--- src/rtl/fifo_arbiter_mux.sv ---
// fifo_arbiter_mux: merges num_ports 2-deep input FIFOs into one tagged stream
// through a round-robin burst arbiter and a registered output stage.
module fifo_arbiter_mux #(
    parameter int width     = 8,
    parameter int num_ports = 4,
    parameter int burst_len = 4,
    parameter int ch_width  = $clog2(num_ports)
) (
    input  logic                clk,
    input  logic                reset,
    output logic                in_ready  [num_ports],
    input  logic                in_enable [num_ports],
    input  logic [width-1:0]    in_data   [num_ports],
    input  logic                out_ready,
    output logic                out_enable,
    output logic [width-1:0]    out_data,
    output logic [ch_width-1:0] out_channel,
    output logic                out_last
);
    localparam int bc_width = $clog2(burst_len + 1);

    typedef enum logic {
        IDLE,
        GRANT
    } state_t;

    state_t              state;
    logic [ch_width-1:0] last_grant;
    logic [bc_width-1:0] burst_cnt;

    logic [width-1:0] mem    [num_ports][2];
    logic             rd_ptr [num_ports];
    logic             wr_ptr [num_ports];
    logic [1:0]       count  [num_ports];
    logic             push   [num_ports];
    logic             pop    [num_ports];

    logic                can_load;
    logic                found;
    logic                pop_any;
    logic                end_grant;
    logic [ch_width-1:0] cand;
    logic [ch_width-1:0] sel;
    logic [bc_width-1:0] burst_next;

    // The end-of-grant test looks only at the pre-pop count, so a same-cycle
    // push into the granted port does not extend the burst.
    always_comb begin
        can_load   = !out_enable || out_ready;
        found      = 1'b0;
        cand       = '0;
        sel        = last_grant;
        pop_any    = 1'b0;
        burst_next = burst_cnt;
        if (state == IDLE) begin
            for (int k = 1; k <= num_ports; k++) begin
                cand = ch_width'((int'(last_grant) + k) % num_ports);
                if (!found && count[cand] != 2'd0) begin
                    found = 1'b1;
                    sel   = cand;
                end
            end
            pop_any    = can_load && found;
            burst_next = bc_width'(1);
        end else begin
            pop_any    = can_load && (count[last_grant] != 2'd0);
            burst_next = burst_cnt + bc_width'(1);
        end
        end_grant = pop_any &&
                    ((burst_next == bc_width'(burst_len)) || (count[sel] == 2'd1));
    end

    always_comb begin
        for (int i = 0; i < num_ports; i++) begin
            in_ready[i] = !reset && (count[i] < 2'd2);
            push[i]     = in_enable[i] && in_ready[i];
            pop[i]      = pop_any && (sel == ch_width'(i));
        end
    end

    always_ff @(posedge clk) begin
        for (int i = 0; i < num_ports; i++) begin
            if (push[i]) begin
                mem[i][wr_ptr[i]] <= in_data[i];
            end
        end
    end

    always_ff @(posedge clk or posedge reset) begin
        if (reset) begin
            for (int i = 0; i < num_ports; i++) begin
                rd_ptr[i] <= 1'b0;
                wr_ptr[i] <= 1'b0;
                count[i]  <= 2'd0;
            end
        end else begin
            for (int i = 0; i < num_ports; i++) begin
                if (push[i]) begin
                    wr_ptr[i] <= !wr_ptr[i];
                end
                if (pop[i]) begin
                    rd_ptr[i] <= !rd_ptr[i];
                end
                case ({push[i], pop[i]})
                    2'b10:   count[i] <= count[i] + 2'd1;
                    2'b01:   count[i] <= count[i] - 2'd1;
                    default: count[i] <= count[i];
                endcase
            end
        end
    end

    // Arbiter state and output register share one block so that a grant ending
    // on the loaded word drops straight back to IDLE for the next loadable cycle.
    always_ff @(posedge clk or posedge reset) begin
        if (reset) begin
            state       <= IDLE;
            last_grant  <= ch_width'(num_ports - 1);
            burst_cnt   <= '0;
            out_enable  <= 1'b0;
            out_data    <= '0;
            out_channel <= '0;
            out_last    <= 1'b0;
        end else begin
            if (can_load) begin
                out_enable <= pop_any;
                if (pop_any) begin
                    out_data    <= mem[sel][rd_ptr[sel]];
                    out_channel <= sel;
                    out_last    <= end_grant;
                end
            end
            if (pop_any) begin
                last_grant <= sel;
                burst_cnt  <= burst_next;
                state      <= end_grant ? IDLE : GRANT;
            end
        end
    end
endmodule

--- config.mk ---
export PLATFORM = sky130hd
export DESIGN_NAME = fifo_arbiter_mux
export DESIGN_NICKNAME = d
export VERILOG_FILES = /design/src/rtl/fifo_arbiter_mux.sv
export SDC_FILE = /design/constraint.sdc
export NUM_CORES = 1
export LEC_CHECK = 0
export ABC_AREA = 0
export CAP_MARGIN = 30
export CORE_ASPECT_RATIO = 0.6
export CORE_MARGIN = 2
export CORE_UTILIZATION = 57
export CTS_BUF_LIST = sky130_fd_sc_hd__clkbuf_4 sky130_fd_sc_hd__clkbuf_8 sky130_fd_sc_hd__clkbuf_16
export DETAILED_ROUTE_END_ITERATION = 6
export DONT_BUFFER_PORTS = 1
export PLACE_DENSITY = 0.75
export SYNTH_ARGS = -nofsm -noshare
export SYNTH_HDL_FRONTEND = slang
export SYNTH_SLANG_ARGS = --single-unit
--- constraint.sdc ---
create_clock -name clk -period 2.65 [get_ports clk]
set_input_delay 0.265 -clock clk [delete_from_list [all_inputs] [get_ports clk]]
set_output_delay 0.265 -clock clk [all_outputs]
set_load 0.005 [all_outputs]
Yosys cells after proc, flatten, opt, wreduce, memory -nomap -nowiden

Memories as Yosys holds them, arrays and structs flattened.
Index checks and enable logic that the tools add are counted.

Add/subtract/negate cells: 13
Order comparisons: 19
Equality and inequality tests: 13
Mux-type cells: 60
Bitwise logic cells: 11
Reductions and logical operators: 48

Operators with widths:

| kind                | count |
|---|---|
| $mux 16             | 4 |
| $mux 8              | 7 |
| $mux 2              | 17 |
| $demux 8 s1         | 4 |
| $bmux 2 s2          | 6 |
| $logic_and 1x1->1   | 22 |
| $ge 3x3->1 const B  | 6 |
| $not 2->3           | 6 |
| $reduce_bool 2->1   | 9 |
| $mux 1              | 16 |
| $pmux 2 s2          | 4 |
| $logic_not 1->1     | 13 |
| $add 2x1->2 const B | 6 |
| $eq 2x1->1 const B  | 6 |
| $eq 2x2->1 const B  | 6 |
| $ge 2x2->1 const B  | 5 |
| $not 1->2           | 5 |
| $lt 2x1->1 const B  | 4 |
| $lt 2x2->1 const B  | 4 |
| $sub 2x1->2 const B | 4 |
| $add 2x2->2 const B | 2 |
| $add 3x1->3 const B | 1 |
| $eq 3x3->1 const B  | 1 |
| $mux 3              | 1 |
| 4 further kinds     | 5 |

Register bits after elaboration: 34
Bits in writable memories: 64
Bits of input ports: 39
Word-level logic and storage cells: 184
Memories kept: 1

Memories:

| name | depth | width | rd ports | clocked after memory_dff | wr ports | line | text |
|---|---|---|---|---|---|---|---|
| mem  | 4     | 16    | 1        | 0                        | 4        | 31   | `logic [width-1:0] mem [num_ports][2];` |

Longest topological paths before layout

Gate-level depths: netlist (run 1).

Depth in word-level cells: 28
Depth in mapped cells: 15
Gate-level depth less buffers: 11

Worst setup path after synthesis (run 1)

Ideal clock, no wire load.

Kind: reg-to-reg
Start: register last_grant[1]
End: register count[3] (netlist bit)
Data arrival time: 2.740 ns
Setup slack: -0.170 ns
Cell stages (with the launch flop): 13
Path buffers: 4
Cells stage by stage: dfstp_2 > buf_1 > o31ai_1 > o21ai_1 > and2_1 > clkbuf_1 > buf_2 > clkbuf_1 > nand3_1 > inv_1 > ha_1 > nor2_1 > xnor2_1

RTL lines:

| what                           | line | text |
|---|---|---|
| start: declaration             | 28   | `logic [ch_width-1:0] last_grant;` |
| start signal: assignment       | 118  | `last_grant <= ch_width'(num_ports - 1);` |
| start signal: assignment       | 134  | `last_grant <= sel;` |
| end signal: indexed assignment | 105  | `2'b10: count[i] <= count[i] + 2'd1;` |
| end signal: indexed assignment | 106  | `2'b01: count[i] <= count[i] - 2'd1;` |
| end signal: indexed assignment | 107  | `default: count[i] <= count[i];` |
| end: declaration               | 34   | `logic [1:0] count [num_ports];` |

==> results of run 1 <==
[cell type report]
cell class / count / area [um2] / share of cell area [%]
clock inverter: 7 / 61.3 / 1.13
tap: 104 / 130 / 2.39
sequential: 98 / 2780 / 51.0
timing repair buffer: 56 / 532 / 9.76
multi-input combinational: 190 / 1640 / 30.1
clock buffer: 9 / 225 / 4.13
antenna: 1 / 2.50 / 0.0459
inverter: 21 / 78.8 / 1.45
[logic make-up after synthesis]
kind of cell / Yosys count / synth area share, %
AOI/OAI and AO/OA: 71 / 11.3
xor gates and xnor gates: 20 / 3.92
adders and majority gates: 5 / 1.40
buffers and inverters: 41 / 4.62
DFF: 98 / 62.1
muxes: 20 / 8.45
and+or+nand+nor: 74 / 8.28
[critical path, delay by kind of cell (launching register included)]
family / cells / cell delay [ns]
and+or+nand+nor: 3 / 0.62
DFF: 1 / 0.54
AOI/OAI and AO/OA: 3 / 0.48
buffers and inverters: 3 / 0.39
xor gates and xnor gates: 2 / 0.31
adders and majority gates: 1 / 0.16
[cells in the final DEF (no fill, tap or decap), drive strengths merged, types with 2 or more instances in the layout]
master	instances
a211oi	2
a21oi	21
a31oi	2
and2	2
and3	4
buf	32
clkbuf	10
clkinv	3
dfrtp	32
dfstp	2
dlygate4sd3	23
edfxtp	64
ha	5
inv	24
mux2	8
mux4	11
nand2	17
nand2b	7
nand3	5
nor2	24
nor3	3
nor4	3
o211ai	26
o21a	2
o21ai	6
o22ai	2
o31ai	2
or2	4
xnor2	18
xor2	2
[power breakdown]
| group | total (mW) | switching, mW | internal, mW |
|---|---|---|---|
| logic | 4.01 | 2.14 | 1.87 |
| registers | 2.35 | 0.306 | 2.05 |
| clock network | 1.25 | 0.598 | 0.655 |
[registers in the layout, indices dropped and copies added (netlist names)]
signal,flops
wr_ptr,4
out_enable,1
out_last,1
burst_cnt,3
mem,64
out_channel,2
count,8
state,1
rd_ptr,4
out_data,8
last_grant,2
[layer usage]
layer	up-vias	part of all wire (%)	track usage, %
met5	-	0	0
met4	0	1.2	6.29
met3	16	12	12.3
met2	173	44	35.7
met1	1488	42	36.2
li1	1326	-	-
[through the flow]
stage               setup TNS, ns  std cells  setup WS, ns  util [%]  cell area [um2]
finish                          0        486        0.0259      73.5             5450
CTS                       -0.0222        458       -0.0128      68.4             5070
global route               -0.565        485        -0.105      73.4             5450
floorplan                 -0.0874        329       -0.0572         -             4540
detailed placement         -0.121        440       -0.0428      64.1             4750
global placement                0        440        0.0407      64.1             4750
[worst max path at each step]
stage / end / slack (ns) / from / cells past startpoint
finish: count[3]$_DFFE_PP0P_ / 0.03 / last_grant[1]$_DFFE_PP1P_ / 12
global route: count[3]$_DFFE_PP0P_ / -0.10 / last_grant[1]$_DFFE_PP1P_ / 11
CTS: count[3]$_DFFE_PP0P_ / -0.01 / count[1]$_DFFE_PP0P_ / 10
detailed placement: count[3]$_DFFE_PP0P_ / -0.04 / last_grant[1]$_DFFE_PP1P_ / 10
global placement: count[1]$_DFFE_PP0P_ / 0.04 / count[7]$_DFFE_PP0P_ / 12
floorplan: count[5]$_DFFE_PP0P_ / -0.06 / count[6]$_DFFE_PP0P_ / 13
[what timing repair did]
action	4_1_cts	5_1_grt
endpoints found under the hold margin	32	41
pin swaps	1	7
buffers inserted	1	4
hold buffers	1	22
cloned	0	1
gates resized for setup	3	23
setup endpoints to repair	6	16
==> results.yml, run 1 <==
outcome:
  status: "completed"
synth:
  yosysMostFrequentCell: "edfxtp_1"
  ys_warn_count: 0
  netlist_area_mm2: 0.00447
  synth.yosys.seq_area_share_pct: 62.1
  ys_async_sr_fraction_pct: 34.7
  synthTopCellsByArea: "edfxtp_1 43%, dfrtp_1 18%, mux4_1 4.7%, o211ai_1 4.2%, xnor2_1 3.5%"
  synth_edf_count: 64
  synth_fp_nets: 373
  ys_seq_elements: 98
  ys_types: 53
  synth_common_cells: "64 x edfxtp_1, 32 x dfrtp_1, 25 x o211ai_1"
  avgSynthCellArea_um2: 13.6
  netlist_instances: 329
  netlist.area_leader.share_pct: 43.0
  synth-main-ff-cell: "edfxtp_1"
  synth_top_area_cell: "edfxtp_1"
global_route:
  antenna_found_initial: 0
  overflow: 0
  grtUsageTotal_pct: 25.5
  grt_max_degree: 35
  grt_first_pass_wirelength_mm: 15.9
  grt_pass1_vias: 2827
sta:
  clock.fmax_ghz: 0.381
  rsz0062_at_grt: "true"
  final_hold_viol_count: 0
  setup_viol: 0
  maxSlewHeadroom_pct: 57.9
  period_share_pct: 99.0
  report.final.slew_viol_count: 0
  holdWs_ns: 0.0192
  skew_ns: 0.00615
  tightest_slew_ns: 0.629
  period_needed_ns: 2.62
critical_path:
  r2r_slack_ns: 0.03
  endpoint_kind: "register"
  path_class: "register to register"
  rr_worst_depth: 12
  r2r_start: "last_grant[1]$_DFFE_PP1P_"
  required_ns: 2.87
  max_stage_delay_ns: 0.54
  cp-start-kind: "register"
  cp.arrival_ns: 2.84
  rr_endpoint: "count[3]$_DFFE_PP0P_"
  slowest_stage: "dfstp_2"
  critPathMaxFanout: 14
  cp_common_cell: "xnor2_1"
  worstPathCellList: "or4b_4, o211ai_2, buf_4, o311ai_4, o21a_4, buf_12, nand3_2, inv_1, ha_4, xnor2_1, nor2_2, xnor2_1"
clock_tree:
  clk_latency_ns: 0.34
  cts_tree: "built"
  numCtsBuffers: 9
  ctsHtreeMaxLevel: 3
  cts.sinks: 98
  ctsLongestPathBuffers: 2
  path_clk_slew_ns: 0.07
  root_buffer: "clkbuf_16"
cells_and_area:
  fillers: 460
  nNetsFinal: 420
  area_growth_pct: 21.9
  drive_above_1_share_pct: 24.9
power_and_ir_drop:
  power_mw: 7.61
  p_leak_nw: 2.02
  p_per_area_mw_per_mm2: 1400
  ir_drop_mv: 0.716
min_path:
  min_path_cells: 0
  min_to: "mem[2][3]$_DFFE_PP_"
  hold_class: "primary input to register"
  hp-start: "in_data[11]"
floorplan:
  rows: 24
  io-pin-count: 55
  coreArea_mm2: 0.00742
  die_h_um: 72.6
  die_area_mm2: 0.00859
  die_w_um: 118
  start_util_pct: 60.3
routing:
  vias_per_cell: 6.18
  vias: 3003
  first_iter_violations: 344
  post_drt_wl_per_cell_um: 23.0
  drc: 0
  routed_wl_mm: 11.2
  firstDrtPassIters: 5
  ant_nets: 0
flow_run:
  maxCapViolCount: 0
place:
  place_congestion: 0.966
  port_buffers: 0
  dpl.hpwl_mm: 7.49
Power figures use the tool's default switching activity.
==> run 2, diff against run 1 <==
--- a/config.mk
+++ b/config.mk
@@ -14,6 +14,7 @@
 export DETAILED_ROUTE_END_ITERATION = 6
 export DONT_BUFFER_PORTS = 1
 export PLACE_DENSITY = 0.75
+export SETUP_SLACK_MARGIN = 0.5
 export SYNTH_ARGS = -nofsm -noshare
 export SYNTH_HDL_FRONTEND = slang
 export SYNTH_SLANG_ARGS = --single-unit
==> run 2 against run 1 <==
  * Highest routed layer unchanged
  * The run now ends with setup timing left
  * Clock-buffer cell count is the same
  * Die area is the same
  * Final area rose by 10%
  * Clock power rose by 6%
==> results.yml, run 2 (synthesized netlist as in run 1, its figures left out) <==
critical_path:
  max_stage_delay_ns: 0.50
  critPathMaxFanout: 8
  required_ns: 2.88
  worstPathCellList: "or2_4, a311o_1, o31a_1, buf_4, o21ai_4, mux4_2, a21oi_2, a21oi_1"
  r2r_slack_ns: -0.07
  cp-start-kind: "register"
  path_class: "register to register"
  r2r_start: "count[6]$_DFFE_PP0P_"
  slowest_stage: "mux4_2"
  endpoint_kind: "register"
  rr_endpoint: "out_data[5]$_DFFE_PP0P_"
  cp.arrival_ns: 2.95
  rr_worst_depth: 8
global_route:
  overflow: 0
  grt_pass1_vias: 2977
  grtUsageTotal_pct: 28.2
  grt_max_degree: 35
  antenna_found_initial: 1
  grt_first_pass_wirelength_mm: 17.2
place:
  place_congestion: 0.982
  dpl.hpwl_mm: 7.32
  port_buffers: 0
sta:
  skew_ns: 0.00974
  timing.final.ws_setup_ns: -0.0679
  tightest_slew_ns: 0.653
  report.final.slew_viol_count: 0
  setup_viol: 4
  period_share_pct: 103
  final_hold_viol_count: 0
  period_needed_ns: 2.72
  rsz0062_at_grt: "true"
  maxSlewHeadroom_pct: 56.5
  clock.fmax_ghz: 0.368
routing:
  wl_met3_mm: 1.47
  vias_per_cell: 6.12
  ant_nets: 0
  top_layer_used: "met4"
  vias: 3145
  firstDrtPassIters: 5
  met2_length_mm: 5.76
  first_iter_violations: 337
  wl_met1_mm: 5.12
  post_drt_wl_per_cell_um: 24.5
  drc: 0
  routed_wl_mm: 12.6
power_and_ir_drop:
  switchingPower_mw: 3.48
  p_per_area_mw_per_mm2: 1490
  p_comb_share_pct: 59.1
  p_int_mw: 5.50
  p_leak_nw: 2.29
  power_mw: 8.98
  ir_drop_mv: 0.832
  pwr-share-seq_pct: 26.3
  pwr-share-clk_pct: 14.6
  p_sw_share_pct: 38.8
min_path:
  hold_class: "primary input to register"
  min_to: "mem[3][14]$_DFFE_PP_"
  hp-start: "in_data[6]"
  min_path_cells: 0
outcome:
  status: "finished, violations left"
  violations: "setup timing"
clock_tree:
  numCtsBuffers: 9
  path_clk_slew_ns: 0.07
  clk_latency_ns: 0.35
  root_buffer: "clkbuf_16"
  ctsLongestPathBuffers: 2
  ctsHtreeMaxLevel: 3
  cts_tree: "built"
  cts.sinks: 98
floorplan:
  start_util_pct: 60.3
  die_w_um: 118
  die_h_um: 72.6
  die_area_mm2: 0.00859
  rows: 24
  io-pin-count: 55
  coreArea_mm2: 0.00742
flow_run:
  maxCapViolCount: 0
cells_and_area:
  final_common_cell: "edfxtp_1"
  area_growth_pct: 34.5
  nNetsFinal: 448
  final_cell_mix: "64 x edfxtp_1, 33 x buf_4, 31 x dfrtp_1"
  drive_above_1_share_pct: 34.5
  largest_register_ff_count: 64
  post-route-util_pct: 81.1
==> run 2: layout make-up <==
type	count	area, um2
antenna	1	2.50
clock buffer	9	225
clock inverter	7	76.3
fill	413	1400
inverter	21	78.8
multi-input combinational	190	1830
sequential	98	2780
tap	104	130
timing repair buffer	84	893
==> run 2: metrics by stage <==
| stage | area, um2 | TNS, ns | cells | setup WS, ns | hold WS (ns) |
|---|---|---|---|---|---|
| final | 6010 | -0.108 | 514 | -0.0679 | 0.00820 |
| after global routing | 6010 | -0.545 | 514 | -0.0960 | -0.00738 |
| after CTS | 5520 | 0 | 478 | 0.0424 | 0.000198 |
| after detailed placement | 4820 | -0.198 | 444 | -0.0610 | 0.289 |
| after global placement | 4820 | 0 | 444 | 0.00465 | 0.291 |
| after floorplan | 4600 | -0.0656 | 329 | -0.0524 | 0.364 |
==> run 2: critical path, delay by kind of cell (launching register included) <==
family | cells | cell delay, ns
simple gates | 1 | 0.28
flops | 1 | 0.41
compound gates | 5 | 1.25
mux | 1 | 0.50
buf+inv | 1 | 0.16
==> run 2: worst max-delay path by stage <==
stage	start	end	slack (ns)	cells past startpoint
after detailed placement	count[5]$_DFFE_PP0P_	count[3]$_DFFE_PP0P_	-0.06	10
after CTS	last_grant[1]$_DFFE_PP1P_	out_data[3]$_DFFE_PP0P_	0.04	8
after global placement	count[5]$_DFFE_PP0P_	count[3]$_DFFE_PP0P_	0.005	10
final	count[6]$_DFFE_PP0P_	out_data[5]$_DFFE_PP0P_	-0.07	8
after floorplan	count[6]$_DFFE_PP0P_	count[5]$_DFFE_PP0P_	-0.05	13
after global routing	count[6]$_DFFE_PP0P_	out_data[5]$_DFFE_PP0P_	-0.1	8
==> run 2: layer usage <==
metal | vias up | GRT usage [%]
li1 | 1384 | -
met1 | 1527 | 39.5
met4 | 0 | 9.24
met2 | 215 | 40.7
met3 | 19 | 11.6
met5 | - | 0
==> run 2: timing repair <==
action	in CTS	in global routing
gates resized for setup	36	39
cloned	3	0
buffers inserted	11	9
setup endpoints to repair	29	29
endpoints found under the hold margin	37	47
pin swaps	9	15
hold buffers	4	26
==> run 2: power groups by stage <==
| stage | Clock [mW] | Combinational [mW] | Sequential, mW |
|---|---|---|---|
| final | 1.32 | 5.31 | 2.36 |
| after global routing | 1.39 | 5.58 | 2.40 |
| after CTS | 1.32 | 4.51 | 2.33 |
| after detailed placement | 0 | 3.56 | 2.35 |
| after global placement | 0 | 3.49 | 2.33 |
| after floorplan | 0 | 2.76 | 2.23 |
